**src/rtl/alu_muldiv_ctl.sv**
```systemverilog
// ALU control decoder with a HI/LO multiply/divide sequencer.
// Decodes the main-decoder op control and the R-type function field into an
// ALU operation code. It also runs a bit-serial unsigned multiplier (MULTU)
// and, optionally, a restoring divider (DIVU), both writing HI/LO. A HI/LO
// instruction issued while the sequencer is busy stalls the front end.
// Optional feature macro: ALU_MULDIV_DIV_EN (define to include the divider).
module alu_muldiv_ctl #(
    parameter int NB_OPE        = 5,
    parameter int NB_ALU_OP_CTL = 4,
    parameter int NB_FUNCTION   = 6,
    parameter int NB_DATA       = 32
) (
    input  logic                     i_clock,
    input  logic                     i_reset,
    input  logic [NB_ALU_OP_CTL-1:0] i_alu_op_ctl,
    input  logic [NB_FUNCTION-1:0]   i_function,
    input  logic                     i_valid,
    input  logic [NB_DATA-1:0]       i_data_a,
    input  logic [NB_DATA-1:0]       i_data_b,
    output logic [NB_OPE-1:0]        o_alu,
    output logic                     o_hilo_sel,
    output logic [NB_DATA-1:0]       o_hilo,
    output logic                     o_stall,
    output logic                     o_busy
);

    // Main-decoder op control encodings
    localparam logic [NB_ALU_OP_CTL-1:0] CTL_ADD  = NB_ALU_OP_CTL'(4'b0000);
    localparam logic [NB_ALU_OP_CTL-1:0] CTL_SUB  = NB_ALU_OP_CTL'(4'b0001);
    localparam logic [NB_ALU_OP_CTL-1:0] CTL_FUNC = NB_ALU_OP_CTL'(4'b0010);
    localparam logic [NB_ALU_OP_CTL-1:0] CTL_ANDI = NB_ALU_OP_CTL'(4'b0100);
    localparam logic [NB_ALU_OP_CTL-1:0] CTL_ORI  = NB_ALU_OP_CTL'(4'b0101);
    localparam logic [NB_ALU_OP_CTL-1:0] CTL_XORI = NB_ALU_OP_CTL'(4'b0110);
    localparam logic [NB_ALU_OP_CTL-1:0] CTL_LUI  = NB_ALU_OP_CTL'(4'b0111);
    localparam logic [NB_ALU_OP_CTL-1:0] CTL_SLTI = NB_ALU_OP_CTL'(4'b1000);
    localparam logic [NB_ALU_OP_CTL-1:0] CTL_JAL  = NB_ALU_OP_CTL'(4'b1001);

    // ALU operation codes
    localparam logic [NB_OPE-1:0] ALU_AND  = NB_OPE'(5'd0);
    localparam logic [NB_OPE-1:0] ALU_OR   = NB_OPE'(5'd1);
    localparam logic [NB_OPE-1:0] ALU_ADD  = NB_OPE'(5'd2);
    localparam logic [NB_OPE-1:0] ALU_XOR  = NB_OPE'(5'd3);
    localparam logic [NB_OPE-1:0] ALU_SUB  = NB_OPE'(5'd6);
    localparam logic [NB_OPE-1:0] ALU_SLT  = NB_OPE'(5'd7);
    localparam logic [NB_OPE-1:0] ALU_SLL  = NB_OPE'(5'd8);
    localparam logic [NB_OPE-1:0] ALU_SRL  = NB_OPE'(5'd9);
    localparam logic [NB_OPE-1:0] ALU_SRA  = NB_OPE'(5'd10);
    localparam logic [NB_OPE-1:0] ALU_NOR  = NB_OPE'(5'd12);
    localparam logic [NB_OPE-1:0] ALU_LINK = NB_OPE'(5'd13);
    localparam logic [NB_OPE-1:0] ALU_LUI  = NB_OPE'(5'd14);
    localparam logic [NB_OPE-1:0] ALU_NONE = NB_OPE'(5'd15);

    // R-type function codes (low 6 bits)
    localparam logic [5:0] FN_SLL   = 6'b000000;
    localparam logic [5:0] FN_SRL   = 6'b000010;
    localparam logic [5:0] FN_SRA   = 6'b000011;
    localparam logic [5:0] FN_SLLV  = 6'b000100;
    localparam logic [5:0] FN_SRLV  = 6'b000110;
    localparam logic [5:0] FN_SRAV  = 6'b000111;
    localparam logic [5:0] FN_JALR  = 6'b001001;
    localparam logic [5:0] FN_MFHI  = 6'b010000;
    localparam logic [5:0] FN_MTHI  = 6'b010001;
    localparam logic [5:0] FN_MFLO  = 6'b010010;
    localparam logic [5:0] FN_MTLO  = 6'b010011;
    localparam logic [5:0] FN_MULTU = 6'b011001;
`ifdef ALU_MULDIV_DIV_EN
    localparam logic [5:0] FN_DIVU  = 6'b011011;
`endif
    localparam logic [5:0] FN_ADDU  = 6'b100001;
    localparam logic [5:0] FN_SUBU  = 6'b100011;
    localparam logic [5:0] FN_AND   = 6'b100100;
    localparam logic [5:0] FN_OR    = 6'b100101;
    localparam logic [5:0] FN_XOR   = 6'b100110;
    localparam logic [5:0] FN_NOR   = 6'b100111;
    localparam logic [5:0] FN_SLT   = 6'b101010;

    localparam int CNT_W = $clog2(NB_DATA);
    localparam logic [CNT_W-1:0] CNT_LAST = CNT_W'(NB_DATA - 1);

    typedef enum logic [1:0] {
        ST_IDLE = 2'd0,
        ST_MUL  = 2'd1,
        ST_DIV  = 2'd2
    } state_t;

    state_t               state_r, state_nx_s;
    logic [CNT_W-1:0]     cnt_r, cnt_nx_s;
    logic [NB_DATA-1:0]   hi_r, hi_nx_s;
    logic [NB_DATA-1:0]   lo_r, lo_nx_s;
    // work_hi/work_lo: partial product (mul) or remainder/quotient (div)
    logic [NB_DATA-1:0]   work_hi_r, work_hi_nx_s;
    logic [NB_DATA-1:0]   work_lo_r, work_lo_nx_s;
    // opnd: multiplicand (mul) or divisor (div)
    logic [NB_DATA-1:0]   opnd_r, opnd_nx_s;

    logic [5:0]           func6_s;
    logic [NB_OPE-1:0]    func_alu_s;
    logic [NB_OPE-1:0]    alu_s;
    logic                 is_func_s;
    logic                 is_mfhi_s, is_mflo_s, is_mthi_s, is_mtlo_s;
    logic                 is_multu_s, is_divu_s, is_hilo_s;
    logic                 busy_s;

    logic [NB_DATA:0]     mul_sum_s;
    logic [2*NB_DATA-1:0] mul_prod_nx_s;

    assign func6_s    = i_function[5:0];
    assign is_func_s  = (i_alu_op_ctl == CTL_FUNC);
    assign is_mfhi_s  = is_func_s && (func6_s == FN_MFHI);
    assign is_mflo_s  = is_func_s && (func6_s == FN_MFLO);
    assign is_mthi_s  = is_func_s && (func6_s == FN_MTHI);
    assign is_mtlo_s  = is_func_s && (func6_s == FN_MTLO);
    assign is_multu_s = is_func_s && (func6_s == FN_MULTU);
`ifdef ALU_MULDIV_DIV_EN
    assign is_divu_s  = is_func_s && (func6_s == FN_DIVU);
`else
    assign is_divu_s  = 1'b0;
`endif
    assign is_hilo_s  = is_mfhi_s | is_mflo_s | is_mthi_s | is_mtlo_s |
                        is_multu_s | is_divu_s;

    assign busy_s     = (state_r != ST_IDLE);
    assign o_busy     = busy_s;
    // Only HI/LO instructions depend on the sequencer; everything else flows
    assign o_stall    = i_valid & is_hilo_s & busy_s;
    assign o_alu      = alu_s;
    assign o_hilo_sel = is_mfhi_s | is_mflo_s;
    assign o_hilo     = is_mfhi_s ? hi_r : lo_r;

    // One shift-add step: add multiplicand when the current multiplier bit
    // is set, then shift the {carry, partial, multiplier} word right.
    assign mul_sum_s     = {1'b0, work_hi_r} +
                           (work_lo_r[0] ? {1'b0, opnd_r} : {(NB_DATA+1){1'b0}});
    assign mul_prod_nx_s = {mul_sum_s, work_lo_r[NB_DATA-1:1]};

`ifdef ALU_MULDIV_DIV_EN
    logic [NB_DATA:0]   div_trial_s;
    logic               div_ge_s;
    logic [NB_DATA-1:0] div_rem_nx_s;
    logic [NB_DATA-1:0] div_quo_nx_s;

    // One restoring step: shift the next dividend bit into the remainder and
    // subtract the divisor if it fits. A zero divisor always "fits", which
    // naturally yields quotient all-ones and remainder equal to the dividend.
    assign div_trial_s  = {work_hi_r, work_lo_r[NB_DATA-1]} - {1'b0, opnd_r};
    assign div_ge_s     = ~div_trial_s[NB_DATA];
    assign div_rem_nx_s = div_ge_s ? div_trial_s[NB_DATA-1:0]
                                   : {work_hi_r[NB_DATA-2:0], work_lo_r[NB_DATA-1]};
    assign div_quo_nx_s = {work_lo_r[NB_DATA-2:0], div_ge_s};
`endif

    // Function-field decode for R-type instructions
    always_comb begin
        func_alu_s = ALU_NONE;
        case (func6_s)
            FN_SLL, FN_SLLV: func_alu_s = ALU_SLL;
            FN_SRL, FN_SRLV: func_alu_s = ALU_SRL;
            FN_SRA, FN_SRAV: func_alu_s = ALU_SRA;
            FN_JALR:         func_alu_s = ALU_LINK;
            FN_ADDU:         func_alu_s = ALU_ADD;
            FN_SUBU:         func_alu_s = ALU_SUB;
            FN_AND:          func_alu_s = ALU_AND;
            FN_OR:           func_alu_s = ALU_OR;
            FN_XOR:          func_alu_s = ALU_XOR;
            FN_NOR:          func_alu_s = ALU_NOR;
            FN_SLT:          func_alu_s = ALU_SLT;
            default:         func_alu_s = ALU_NONE;
        endcase
    end

    // Main op-control decode into the ALU operation code
    always_comb begin
        alu_s = ALU_NONE;
        case (i_alu_op_ctl)
            CTL_ADD:  alu_s = ALU_ADD;
            CTL_SUB:  alu_s = ALU_SUB;
            CTL_ANDI: alu_s = ALU_AND;
            CTL_ORI:  alu_s = ALU_OR;
            CTL_XORI: alu_s = ALU_XOR;
            CTL_LUI:  alu_s = ALU_LUI;
            CTL_SLTI: alu_s = ALU_SLT;
            CTL_JAL:  alu_s = ALU_LINK;
            CTL_FUNC: alu_s = func_alu_s;
            default:  alu_s = ALU_NONE;
        endcase
    end

    // Sequencer next-state and HI/LO/datapath next values
    always_comb begin
        state_nx_s   = state_r;
        cnt_nx_s     = cnt_r;
        hi_nx_s      = hi_r;
        lo_nx_s      = lo_r;
        work_hi_nx_s = work_hi_r;
        work_lo_nx_s = work_lo_r;
        opnd_nx_s    = opnd_r;
        case (state_r)
            ST_IDLE: begin
                if (i_valid && is_multu_s) begin
                    state_nx_s   = ST_MUL;
                    cnt_nx_s     = {CNT_W{1'b0}};
                    work_hi_nx_s = {NB_DATA{1'b0}};
                    work_lo_nx_s = i_data_b;
                    opnd_nx_s    = i_data_a;
`ifdef ALU_MULDIV_DIV_EN
                end else if (i_valid && is_divu_s) begin
                    state_nx_s   = ST_DIV;
                    cnt_nx_s     = {CNT_W{1'b0}};
                    work_hi_nx_s = {NB_DATA{1'b0}};
                    work_lo_nx_s = i_data_a;
                    opnd_nx_s    = i_data_b;
`endif
                end else if (i_valid && is_mthi_s) begin
                    hi_nx_s = i_data_a;
                end else if (i_valid && is_mtlo_s) begin
                    lo_nx_s = i_data_a;
                end else begin
                    state_nx_s = ST_IDLE;
                end
            end
            ST_MUL: begin
                work_hi_nx_s = mul_prod_nx_s[2*NB_DATA-1:NB_DATA];
                work_lo_nx_s = mul_prod_nx_s[NB_DATA-1:0];
                cnt_nx_s     = cnt_r + CNT_W'(1'b1);
                if (cnt_r == CNT_LAST) begin
                    hi_nx_s    = mul_prod_nx_s[2*NB_DATA-1:NB_DATA];
                    lo_nx_s    = mul_prod_nx_s[NB_DATA-1:0];
                    cnt_nx_s   = {CNT_W{1'b0}};
                    state_nx_s = ST_IDLE;
                end else begin
                    state_nx_s = ST_MUL;
                end
            end
`ifdef ALU_MULDIV_DIV_EN
            ST_DIV: begin
                work_hi_nx_s = div_rem_nx_s;
                work_lo_nx_s = div_quo_nx_s;
                cnt_nx_s     = cnt_r + CNT_W'(1'b1);
                if (cnt_r == CNT_LAST) begin
                    hi_nx_s    = div_rem_nx_s;
                    lo_nx_s    = div_quo_nx_s;
                    cnt_nx_s   = {CNT_W{1'b0}};
                    state_nx_s = ST_IDLE;
                end else begin
                    state_nx_s = ST_DIV;
                end
            end
`endif
            default: begin
                state_nx_s = ST_IDLE;
                cnt_nx_s   = {CNT_W{1'b0}};
            end
        endcase
    end

    // State and datapath registers; reset wins over accept and completion
    always_ff @(posedge i_clock) begin
        if (i_reset) begin
            state_r   <= ST_IDLE;
            cnt_r     <= {CNT_W{1'b0}};
            hi_r      <= {NB_DATA{1'b0}};
            lo_r      <= {NB_DATA{1'b0}};
            work_hi_r <= {NB_DATA{1'b0}};
            work_lo_r <= {NB_DATA{1'b0}};
            opnd_r    <= {NB_DATA{1'b0}};
        end else begin
            state_r   <= state_nx_s;
            cnt_r     <= cnt_nx_s;
            hi_r      <= hi_nx_s;
            lo_r      <= lo_nx_s;
            work_hi_r <= work_hi_nx_s;
            work_lo_r <= work_lo_nx_s;
            opnd_r    <= opnd_nx_s;
        end
    end

endmodule

```
**config.mk**
```make
export PLATFORM = sky130hd
export DESIGN_NAME = alu_muldiv_ctl
export DESIGN_NICKNAME = d
export VERILOG_FILES = /design/src/rtl/alu_muldiv_ctl.sv
export SDC_FILE = /design/constraint.sdc
export NUM_CORES = 1
export LEC_CHECK = 0
export ABC_AREA = 1
export CAP_MARGIN = 20
export CELL_PAD_IN_SITES_DETAIL_PLACEMENT = 1
export CELL_PAD_IN_SITES_GLOBAL_PLACEMENT = 1
export CORE_ASPECT_RATIO = 0.6
export CORE_UTILIZATION = 36
export CTS_CLUSTER_DIAMETER = 200
export CTS_CLUSTER_SIZE = 14
export DETAILED_ROUTE_END_ITERATION = 6
export PLACE_DENSITY = 0.76
export SLEW_MARGIN = 30
export SYNTH_ARGS = -nofsm -noshare
export SYNTH_HDL_FRONTEND = slang
export SYNTH_SLANG_ARGS = --single-unit
```
**constraint.sdc**
```tcl
create_clock -name i_clock -period 2.1 [get_ports i_clock]
set_input_delay 0.525 -clock i_clock [delete_from_list [all_inputs] [get_ports i_clock]]
set_output_delay 0.525 -clock i_clock [all_outputs]
set_load 0.02 [all_outputs]
```
After elaboration in Yosys (flattened, before gate mapping):

Memory sizes are Yosys's and may differ from the RTL's.
Cells that the tools add are included.

* flip-flop bits (word level): 167
* ROM bits: 256
* input bits: 77
* output and inout port bits: 40
* word-level logic and storage cells: 80
* memories: 1

Memory list
* (name not given): words 64, width 4, read ports 1, clocked after memory_dff 0, wr ports 0, RTL line 155 `case (func6_s)`

* add/sub/neg operators: 2
* equal/unequal tests: 23
* muxes and demuxes: 24
* bitwise logic cells: 6
* reductions and logical operators: 17

Operators by type and width (number)
* $mux 32: 11
* $pmux 32 s2: 4
* $pmux 5 s9: 1
* $add 32x32->33: 1
* $eq 6x5->1 const B: 5
* $eq 4x3->1 const B: 4
* $ne 2x2->1 const B: 6
* $mux 5: 2
* $pmux 5 s2: 1
* $eq 4x4->1 const B: 2
* $logic_and 1x1->1: 8
* $mux 2: 3
* $ne 3x3->1 const B: 2
* $reduce_and 2->1: 3
* $add 5x1->5 const B: 1
* $eq 5x5->1 const B: 1
* $reduce_and 5->1: 1
* $eq 4x1->1 const B: 1
* $eq 4x2->1 const B: 1
* $logic_not 4->1: 1
* $or 1x1->1: 4
* $pmux 2 s2: 1
* $reduce_and 4->1: 1
* $reduce_bool 2->1: 2
* 4 further kinds: 5

Depth between registers and ports, before layout:

* depth in word-level cells: 8
* depth in mapped cells: 16
* mapped depth without buffers: 15

Least setup slack after synthesis:

Ideal clock, no wire load.

* kind: input-to-output
* from: input port i_function[0]
* to: output port o_hilo[4]
* data arrival time: 1.746 ns
* data required time: 1.575 ns
* setup slack: -0.171 ns
* stages on the path: 7
* path through: inv_1 ha_1 nand2_1 nor2_1 nand2_1 buf_2 o21ai_0

* longest elaborated chain between the ends: 3

Ends and longest elaborated chain
* start, declared: RTL line 16 `input logic [NB_FUNCTION-1:0] i_function,`
* $eq 6x5->1: RTL line 109 `assign is_mfhi_s = is_func_s && (func6_s == FN_MFHI);`
* $logic_and 1x1->1: RTL line 109
* $mux 32: RTL line 128 `assign o_hilo = is_mfhi_s ? hi_r : lo_r;`
* end, declared: RTL line 22 `output logic [NB_DATA-1:0] o_hilo,`

Every way passes these cells.

Worst setup path in the final report:

* from: input port i_function[1]
* to: output port o_hilo[26]

The elaborated chain is that of the path after synthesis.

==> flow_summary.ini <==
[cts]
cts_max_level = 4
clock-sinks = 166
cts_tree = yes
worstSkewPairLatency_ns = 0.46
ctsRootBufferMaster = clkbuf_16
cts-hold-fix-buffers = 0
cts_buffers = 17
clk_path_buf_depth = 2
path_clk_slew_ns = 0.07

[critical_path]
start_kind = input port
r2r_end = hi_r[24]$_SDFFE_PP0P_
worst_setup_path_end_kind = primary output
cp.required_ns = 1.57
reg2reg_slack_ns = -0.38
r2r_cells = 16
r2r-start = work_lo_r[0]$_SDFFE_PP0P_
cp.arrival_ns = 2.02
worstSetupPathType = in -> out
crit_fanout = 5

[drt]
num_vias = 12684
avgViaCountPerCell = 5.84
first_iter_violations = 1002
dr.pass1.iters = 5
wl_mm = 56.2
final_antenna_net_count = 0
wl_per_cell_um = 25.9
drc = 0

[hold_path]
min_path_type = reg -> reg
hold_depth = 2
min-delay-start = opnd_r[29]$_SDFFE_PP0P_
hold_end = opnd_r[29]$_SDFFE_PP0P_

[yosys]
yosysWarnings = 0
synth_fp_nets = 1653
ys_seq_area_share_pct = 34.0
synth.distinct_cells = 39
yosysTopAreaCellShare_pct = 34.0
synth.avg_cell_area_um2 = 6.37
synth_cells = 1536
synth-seq-cells = 166
netlist_area_mm2 = 0.00978
synth_top_area_cell = dfxtp_1
synth_area_leaders = dfxtp_1 (34%), nand2_1 (16%), o21ai_0 (9.7%), a21oi_1 (8.7%), inv_1 (8.3%)

[floorplan]
die_w_um = 215
rows = 46
die_area_mm2 = 0.0279
core_mm2 = 0.0265
io_pins = 117
die_y_um = 130
start_util_pct = 36.9

[timing]
skew_ns = 0.0153
holdWs_ns = 0.455
fin_crit_sh_pct = 121
min_period_ns = 2.55
finalSetupViolations = 161
hold_viol_final = 0
max_freq_mhz = 393
setup_slack_ns = -0.446
finalMaxSlewViolations = 0
tightest_slew_ns = 1.04
fin_setup_tns_ns = -29.93
rsz0062_at_grt = yes
max_slew_margin_pct = 30.4

[cells_and_area]
antenna_cells = 0
nets = 1916
num-fill-cells = 3016
area_growth_pct = 76.3
drive_gt1_share_pct = 50.2
finalNonFillerCells = 2172

[global_routing]
grt_max_degree = 79
grt_pass1_wl_mm = 70.5
grt_usage_pct = 32.9
overflow = 0
grt_pass1_vias = 12623
antenna_found_initial = 0

[power]
leakage_nw = 8.22
ir_drop_mv = 0.576
power_density_mw_per_mm2 = 408

[status]
failed_checks = setup timing
status = complete, but fails checks

[placement]
hpwl_mm = 27.5
dp.cells = 2059
gp_congestion = 0.917
port_buffers = 115

[job]
drv_cap = 0
cell type report:
cell class                      instances  area [µm²]  area share, %
Timing Repair Buffer                  317        3410           19.8
Inverter                              224         926           5.37
Multi-Input combinational cell       1073        8550           49.6
Tap cell                              360         450           2.61
Clock buffer                           17         425           2.47
Clock inverter                         15         154          0.892
Sequential cell                       166        3330           19.3
worst max-delay path, cell delays in order:
cell	delay (ns)
buf_8	0.11
inv_4	0.06
ha_4	0.15
nand2_4	0.05
nor2_4	0.11
nand2_4	0.08
buf_12	0.13
buf_12	0.12
buf_12	0.13
buf_6	0.11
mux2_4	0.30
buf_6	0.13
through the flow:
step / utilization (%) / worst slack [ns] / instance area [µm²] / total power [mW]
2_1_floorplan: - / -0.0659 / 9810 / 3.39
3_5_place_dp: 45.9 / -1.13 / 12200 / 3.68
6_report: 65.0 / -0.446 / 17200 / 7.04
4_1_cts: 57.9 / -0.450 / 15400 / 6.86
3_3_place_gp: 45.9 / -1.04 / 12200 / 3.67
5_1_grt: 65.0 / -0.459 / 17200 / 7.17
synth_stat cells:
| library cell | n |
|---|---|
| a211oi_1 | 1 |
| a21boi_0 | 2 |
| a21o_1 | 2 |
| a21oi_1 | 170 |
| a311oi_1 | 1 |
| a31oi_1 | 21 |
| buf_1 | 6 |
| buf_2 | 14 |
| buf_4 | 1 |
| buf_6 | 2 |
| clkbuf_1 | 48 |
| clkbuf_2 | 2 |
| clkinv_1 | 1 |
| conb_1 | 1 |
| dfxtp_1 | 166 |
| fa_1 | 1 |
| ha_1 | 39 |
| inv_1 | 216 |
| inv_2 | 7 |
| mux2_2 | 28 |
| nand2_1 | 404 |
| nand2_2 | 2 |
| nand2_4 | 1 |
| nand3_1 | 52 |
| nand3b_1 | 4 |
| nand4_1 | 5 |
| nor2_1 | 123 |
| nor2_4 | 3 |
| nor3_1 | 5 |
| nor3b_2 | 1 |
| nor4_1 | 1 |
| o21ai_0 | 190 |
| o21ai_1 | 9 |
| o21ai_2 | 1 |
| o21bai_1 | 2 |
| o221ai_1 | 1 |
| o22ai_1 | 1 |
| or2_2 | 1 |
| xor2_1 | 1 |
report_power, final:
group	switching, mW	internal [mW]	leakage (nW)	total [mW]
Combinational	0.325	0.270	6.62	0.594
Sequential	0.00269	3.15	1.34	3.15
Clock	1.54	1.75	0.264	3.29
metal layers:
metal | up-vias | routed length [µm] | global-route usage (%)
li1 | 5487 | - | -
met5 | - | 0 | 0
met4 | 0 | 3160 | 14.4
met3 | 241 | 3230 | 5.22
met2 | 647 | 27600 | 58.9
met1 | 6309 | 22200 | 39.5
state kept, by name, summed over array words and instances, names as in the netlist:
| name | cells |
|---|---|
| lo_r | 32 |
| state_r | 1 |
| hi_r | 32 |
| cnt_r | 5 |
| work_hi_r | 32 |
| work_lo_r | 32 |
| opnd_r | 32 |
what timing repair did:
| action | 4_1_cts | 5_1_grt |
|---|---|---|
| pin swaps | 197 | 220 |
| gates resized for setup | 818 | 444 |
| setup endpoints to repair | 182 | 198 |
| setup buffers | 52 | 33 |
| endpoints found under the hold margin | 0 | 0 |
| cloned | 5 | 7 |
worst max path at each step:
stage               startpoint    endpoint  slack, ns  cells past startpoint
2_1_floorplan    i_function[0]  o_hilo[19]      -0.07                      7
3_3_place_gp     i_function[0]  o_hilo[30]      -1.04                      9
3_5_place_dp   i_alu_op_ctl[1]     o_stall      -1.13                      8
4_1_cts          i_function[1]  o_hilo[26]      -0.45                     12
5_1_grt          i_function[2]  o_hilo_sel      -0.46                      9
6_report         i_function[1]  o_hilo[26]      -0.45                     12
placed cells by master, fill, tap and decap left out, types with 29 or more instances in the layout:
master,Yosys,final
nand2_1,404,196
dfxtp_1,166,164
inv_1,216,140
buf_4,1,116
o21ai_0,190,115
nand2_4,1,107
nand2_2,2,98
buf_6,2,79
a21oi_2,0,77
a21oi_1,170,73
clkdlybuf4s50_1,0,67
nor2_1,123,57
inv_2,7,55
o21ai_1,9,41
nor2_4,3,37
ha_4,0,35
nor2_2,0,32
o21ai_2,1,31
nand3_4,0,29
logic make-up (layout without fill, tap and decap cells):
kind of cell / Yosys count / count (layout) / share of synthesized area [%]
AOI/OAI and AO/OA: 401 / 401 / 21.1
xor gates and xnor gates: 1 / 1 / 0.0895
adders and majority gates: 40 / 40 / 5.19
buffers and inverters: 297 / 573 / 11.8
DFF: 166 / 166 / 34.0
muxes: 28 / 28 / 3.22
other: 1 / 1 / 0.0383
and+or+nand+nor: 602 / 602 / 24.6
No activity file was read; power rests on OpenSTA's default activity.
